`src/rtl/p4_router_egr_replicator.sv`:
```
// p4_router_egr_replicator: replicates the egress AXIS bus onto NUM_PORTS ports (unicast index or multicast mask).
// Per-port forward / drop counters are built only when P4_ROUTER_EGR_REPLICATOR_CNT_EN is defined.
//
// state   | meaning
// ST_SOF  | next input beat is the first beat of a packet
// ST_FWD  | forwarding the rest of a packet to r_dmask
// ST_DROP | consuming and discarding the rest of a packet
module p4_router_egr_replicator #(
  parameter int DATA_BYTES = 8,
  parameter int NUM_PORTS  = 4,
  parameter int MCAST_MODE = 0,
  parameter int USER_WIDTH = (MCAST_MODE != 0) ? NUM_PORTS
                                               : ((NUM_PORTS > 1) ? $clog2(NUM_PORTS) : 1),
  parameter int CNT_WIDTH  = 32
) (
  input  logic                                clk,
  input  logic                                aresetn,
  input  logic [DATA_BYTES*8-1:0]             s_tdata,
  input  logic [DATA_BYTES-1:0]               s_tkeep,
  input  logic                                s_tlast,
  input  logic [USER_WIDTH-1:0]               s_tuser,
  input  logic                                s_tvalid,
  output logic                                s_tready,
  output logic [NUM_PORTS*DATA_BYTES*8-1:0]   m_tdata,
  output logic [NUM_PORTS*DATA_BYTES-1:0]     m_tkeep,
  output logic [NUM_PORTS-1:0]                m_tlast,
  output logic [NUM_PORTS-1:0]                m_tvalid,
  input  logic [NUM_PORTS-1:0]                m_tready,
  input  logic [NUM_PORTS-1:0]                port_enable,
  output logic                                drop_pulse,
  input  logic                                cnt_clear,
  output logic [NUM_PORTS*CNT_WIDTH-1:0]      fwd_cnt,
  output logic [CNT_WIDTH-1:0]                drop_cnt
);

  localparam int DW = DATA_BYTES * 8;
  localparam int XW = (USER_WIDTH > NUM_PORTS) ? USER_WIDTH : NUM_PORTS;

  typedef enum logic [1:0] {ST_SOF, ST_FWD, ST_DROP} state_t;

  state_t                 r_state, w_state_nxt;
  logic [1:0]             r_rst_sync;
  logic                   r_live;
  logic [NUM_PORTS-1:0]   r_dmask, r_pend;
  logic [DW-1:0]          r_data;
  logic [DATA_BYTES-1:0]  r_keep;
  logic                   r_last;
  logic                   r_drop_pulse;

  logic [XW-1:0]          w_tuser_ext;
  logic [NUM_PORTS-1:0]   w_raw, w_sof_mask, w_load_mask;
  logic                   w_drain_ok, w_load, w_drop_evt;

  assign r_live      = r_rst_sync[1];
  assign w_tuser_ext = XW'(s_tuser);
  assign w_sof_mask  = w_raw & port_enable;
  assign w_drain_ok  = ((r_pend & ~m_tready) == '0);

  // Unicast indices >= NUM_PORTS match no port and decode to an empty mask.
  always_comb begin
    w_raw = '0;
    if (MCAST_MODE != 0) begin
      w_raw = w_tuser_ext[NUM_PORTS-1:0];
    end else begin
      for (int i = 0; i < NUM_PORTS; i++) begin
        if (w_tuser_ext == XW'(i)) w_raw[i] = 1'b1;
      end
    end
  end

  always_ff @(posedge clk or negedge aresetn) begin
    if (!aresetn) begin
      r_rst_sync <= 2'b00;
      r_state    <= ST_SOF;
    end else begin
      r_rst_sync <= {r_rst_sync[0], 1'b1};
      r_state    <= w_state_nxt;
    end
  end

  always_comb begin
    w_state_nxt = r_state;
    s_tready    = 1'b0;
    w_load      = 1'b0;
    w_drop_evt  = 1'b0;
    w_load_mask = r_dmask;
    case (r_state)
      ST_SOF: begin
        w_load_mask = w_sof_mask;
        if (w_sof_mask == '0) begin
          s_tready   = r_live;
          w_drop_evt = s_tvalid & r_live;
          if (w_drop_evt && !s_tlast) w_state_nxt = ST_DROP;
        end else begin
          s_tready = r_live & w_drain_ok;
          w_load   = s_tvalid & r_live & w_drain_ok;
          if (w_load && !s_tlast) w_state_nxt = ST_FWD;
        end
      end
      ST_FWD: begin
        s_tready = r_live & w_drain_ok;
        w_load   = s_tvalid & r_live & w_drain_ok;
        if (w_load && s_tlast) w_state_nxt = ST_SOF;
      end
      ST_DROP: begin
        s_tready = r_live;
        if (s_tvalid && r_live && s_tlast) w_state_nxt = ST_SOF;
      end
      default: w_state_nxt = ST_SOF;
    endcase
  end

  // The output register only reloads once every selected port has taken the previous beat.
  always_ff @(posedge clk or negedge aresetn) begin
    if (!aresetn) begin
      r_pend       <= '0;
      r_dmask      <= '0;
      r_data       <= '0;
      r_keep       <= '0;
      r_last       <= 1'b0;
      r_drop_pulse <= 1'b0;
    end else begin
      r_drop_pulse <= w_drop_evt;
      if (w_load) begin
        r_pend <= w_load_mask;
        r_data <= s_tdata;
        r_keep <= s_tkeep;
        r_last <= s_tlast;
      end else begin
        r_pend <= r_pend & ~m_tready;
      end
      if (w_load && r_state == ST_SOF) r_dmask <= w_sof_mask;
    end
  end

  assign m_tvalid   = r_pend;
  assign m_tdata    = {NUM_PORTS{r_data}};
  assign m_tkeep    = {NUM_PORTS{r_keep}};
  assign m_tlast    = {NUM_PORTS{r_last}};
  assign drop_pulse = r_drop_pulse;

`ifdef P4_ROUTER_EGR_REPLICATOR_CNT_EN
  logic [NUM_PORTS-1:0][CNT_WIDTH-1:0] r_fwd_cnt;
  logic [CNT_WIDTH-1:0]                r_drop_cnt;

  // Saturating counters; a clear wins over a same-cycle increment.
  always_ff @(posedge clk or negedge aresetn) begin
    if (!aresetn) begin
      r_fwd_cnt  <= '0;
      r_drop_cnt <= '0;
    end else if (cnt_clear) begin
      r_fwd_cnt  <= '0;
      r_drop_cnt <= '0;
    end else begin
      for (int i = 0; i < NUM_PORTS; i++) begin
        if (r_pend[i] && m_tready[i] && r_last && (r_fwd_cnt[i] != '1))
          r_fwd_cnt[i] <= r_fwd_cnt[i] + CNT_WIDTH'(1);
      end
      if (w_drop_evt && (r_drop_cnt != '1))
        r_drop_cnt <= r_drop_cnt + CNT_WIDTH'(1);
    end
  end

  assign fwd_cnt  = r_fwd_cnt;
  assign drop_cnt = r_drop_cnt;
`else
  logic w_unused_cnt_clear;
  assign w_unused_cnt_clear = cnt_clear;
  assign fwd_cnt  = '0;
  assign drop_cnt = '0;
`endif

endmodule
```
`config.mk`:
```
export PLATFORM = sky130hd
export DESIGN_NAME = p4_router_egr_replicator
export DESIGN_NICKNAME = d
export VERILOG_FILES = /design/src/rtl/p4_router_egr_replicator.sv
export SDC_FILE = /design/constraint.sdc
export NUM_CORES = 1
export LEC_CHECK = 0
export CORE_AREA = 2 2 211 213
export DETAILED_ROUTE_END_ITERATION = 7
export DIE_AREA = 0 0 213 215
export SLEW_MARGIN = 20
export SYNTH_ARGS = -nofsm -noshare
export SYNTH_HDL_FRONTEND = slang
export SYNTH_SLANG_ARGS = --single-unit
```
`constraint.sdc`:
```
create_clock -name clk -period 4.2 [get_ports clk]
set_input_delay 0.84 -clock clk [delete_from_list [all_inputs] [get_ports clk]]
set_output_delay 0.84 -clock clk [all_outputs]
set_load 0.02 [all_outputs]
```
==> results of run 1 <==
[cells by family after synthesis]
family,after synthesis,synth area share (%)
buffers and inverters,393,47.44
flip-flops,86,34.56
other,2,0.1206
AO/OA/AOI/OAI,12,1.507
multiplexers,79,14.41
AND/OR/NAND/NOR,20,1.969
[per-stage QoR]
stage,cell area [sq um],cells,hold WS (ps)
global route,8798,1358,180.3
CTS,8798,1358,178.7
global placement,8498,1342,334.6
detailed placement,8498,1342,337.9
floorplan,6824,751,331.2
finish,8798,1358,229.4
[synthesized netlist by cell type (all sizes together)]
library cell	number
buf	387
dfrtp	86
mux2	75
nor2	6
a41oi	5
nor2b	4
clkbuf	3
inv	3
mux2i	3
nor4	3
conb	2
nand2	2
o21ai	2
a211oi	1
a311oi	1
mux4	1
nand3	1
nand3b	1
nand4b	1
nor3	1
o21a	1
o31ai	1
o41ai	1
or4	1
[state kept, by name (all words and copies together), names as in the netlist]
| register | flops |
|---|---|
| r_rst_sync | 2 |
| r_dmask | 4 |
| r_keep | 8 |
| drop_pulse | 1 |
| m_tvalid | 4 |
| r_data | 64 |
| r_state | 2 |
| r_last | 1 |
[layer usage]
layer	routed length, um	vias up
li1	-	1701
met1	5256	1845
met2	7825	284
met3	1542	14
met4	206	0
met5	0	-
[power breakdown]
part           switching, mW  leakage, nW  internal [mW]
combinational           2.72         2.42           2.73
clock                  0.405        0.145          0.421
sequential             0.549         1.04           1.21
[area by class of cell]
class / count / area, sq um / area share, %
Inverter: 3 / 11.26 / 0.1280
Tap cell: 592 / 740.7 / 8.419
Clock inverter: 7 / 75.07 / 0.8532
Clock buffer: 9 / 225.2 / 2.560
Sequential cell: 86 / 2152 / 24.46
Timing Repair Buffer: 389 / 3876 / 44.06
Multi-Input combinational cell: 272 / 1718 / 19.53
[placed cells by master, fill, tap and decap left out, types with 4 or more instances in the layout]
master | Yosys | final
sky130_fd_sc_hd__a41oi_1 | 5 | 5
sky130_fd_sc_hd__buf_4 | 380 | 7
sky130_fd_sc_hd__clkbuf_16 | 0 | 9
sky130_fd_sc_hd__clkdlybuf4s50_1 | 0 | 382
sky130_fd_sc_hd__conb_1 | 2 | 161
sky130_fd_sc_hd__dfrtp_1 | 86 | 86
sky130_fd_sc_hd__mux2_1 | 6 | 6
sky130_fd_sc_hd__mux2_2 | 69 | 69
sky130_fd_sc_hd__nor2_1 | 6 | 6
sky130_fd_sc_hd__nor2b_1 | 4 | 4
[worst paths after layout]
check,startpoint,to,slack [ps],depth (start not counted)
hold reg to reg,r_rst_sync[0],r_rst_sync[1],350,0
setup / recovery,s_tuser[1],s_tready,370,5
setup reg to reg,m_tvalid[2],r_data[45],1710,5
min in group clk,r_rst_sync[0],r_rst_sync[1],350,0
max in group asynchronous,aresetn,r_keep[4],3140,2
hold / removal,aresetn,r_keep[0],230,1
==> reports/results.md, run 1 <==
Outcome
- run status: completed

Power and ir drop
- leakage power: 3.600 nW
- power density over cell area: 914.2 mW/mm^2
- peak supply drop: 360.0 uV
- Total Power: 8.043 mW

Logic synthesis
- post-synthesis cell count: 592
- share of synthesized area occupied by flip-flops and latches: 34.56%
- Yosys warning count: 0
- cell area after technology mapping: 0.006227 sq mm
- Post-Synthesis Mean Instance Area: 10.52 sq um
- top area cells in the synthesized netlist: sky130_fd_sc_hd__buf_4 46%, sky130_fd_sc_hd__dfrtp_1 35%, sky130_fd_sc_hd__mux2_2 12%
- share of the synthesized area in the top cell type: 45.81%
- number of synthesized register bits: 86
- Cell variety after synth: 27
- library cell with the largest summed area after synthesis: sky130_fd_sc_hd__buf_4

Worst hold path
- class of the tightest hold or removal check: in2async

Critical path
- CP endpoint kind: output port
- most frequent cell on the critical path: sky130_fd_sc_hd__clkdlybuf4s50_1
- number of buffers and inverters on the critical path: 2
- crit path DAT: 2990 ps
- worst stage delay on the critical path: 620 ps
- Critical Path Fanout Max: 7
- cell-by-cell listing of the critical path: clkdlybuf4s50_1 -> mux4_2 -> nor2_1 -> o21a_1 -> clkdlybuf4s50_1
- Crit-path slowest cell: sky130_fd_sc_hd__clkdlybuf4s50_1
- Largest delay share family, worst path: buffers and inverters
- endpoint required time on the critical path: 3360 ps
- Worst Setup Path Type: in2out
- critical path startpoint category: input port

Clock tree
- number of levels the H-tree was split into: 3
- clock tree sinks: 86
- CTS Hold Bufs: 0
- cell at the root of the clock tree: sky130_fd_sc_hd__clkbuf_16
- maximum clock insertion buffer count: 2
- number of buffers created by CTS: 9
- CTS tree: yes
- Skew-Pair Late Insertion Delay: 380 ps
- clock-pin slew of the registers on the worst-case setup and hold paths: 80 ps
- post-cts repair resize count: 0
- Setup Buffers After CTS: 0

Place
- final HPWL from detailed placement: 12050 um
- Placer Congestion: 0.7048
- Port Buf Inserts: 383
- minimum setup slack after placement: 343.4 ps

Layout
- ANT cells: 0
- growth of design area from synthesis to finish: 41.29%
- utilization of the core after routing: 20.16%
- nets: 848
- fill cell count: 4783
- layout cell share with drive strength beyond 1: 12.27%

Timing
- Tcrit/Tclk final: 91.29%
- transition time of the tightest slew-check pin: 670.0 ps
- unrepaired setup endpoints after global routing: false
- setup tns final: 0 ps
- max-slew violation total from the final report: 0
- worst max-slew margin expressed relative to the limit: 55.33%
- fmax: 260.8 MHz
- hold violation count in the final report: 0
- final setup margin: 365.8 ps
- Setup Viol. Count Final: 0
- Clock Skew: 11.61 ps
- final worst path period need: 3834 ps

Floorplanning
- area of the die: 0.04580 sq mm
- starting density of the core: 14.27%
- Core Box Area: 0.04364 sq mm
- Die Span Y: 215 um
- standard-cell row count: 77
- # IOs: 545
- die width: 213 um

GRT
- Global Route met2 Usage: 11.10%
- maximum number of pins on one net before global-route repair: 51
- global-route wire length before repair: 20980 um
- number of global-route vias before repair: 3511
- global routing's busiest layer: met2
- GR Util met1: 6.348%
- all-layer global routing usage: 6.267%
- number of antenna violations at the first check in global routing: 0
- GR Overflow Total: 0
- global routing met3 resource utilization: 2.967%

Run
- number of maximum-capacitance constraint violations: 0

Route
- wire length reported by the detailed router: 14830 um
- Vias/cell: 2.831
- wire length per cell: 10.92 um
- DRC marker count from the first detailed-route iteration: 65
- DRC viols: 0
- number of nets still failing antenna checks after routing: 0
- vias after detailed routing: 3844
- first drt pass iteration count: 4

No activity file was read; power rests on OpenSTA's default activity.
==> inputs of run 2 (changes only) <==
Settings changed: CTS_CLUSTER_DIAMETER from default to 40.
==> results of run 2 <==
Final layout, timing and power as in run 1 (identical DEF).
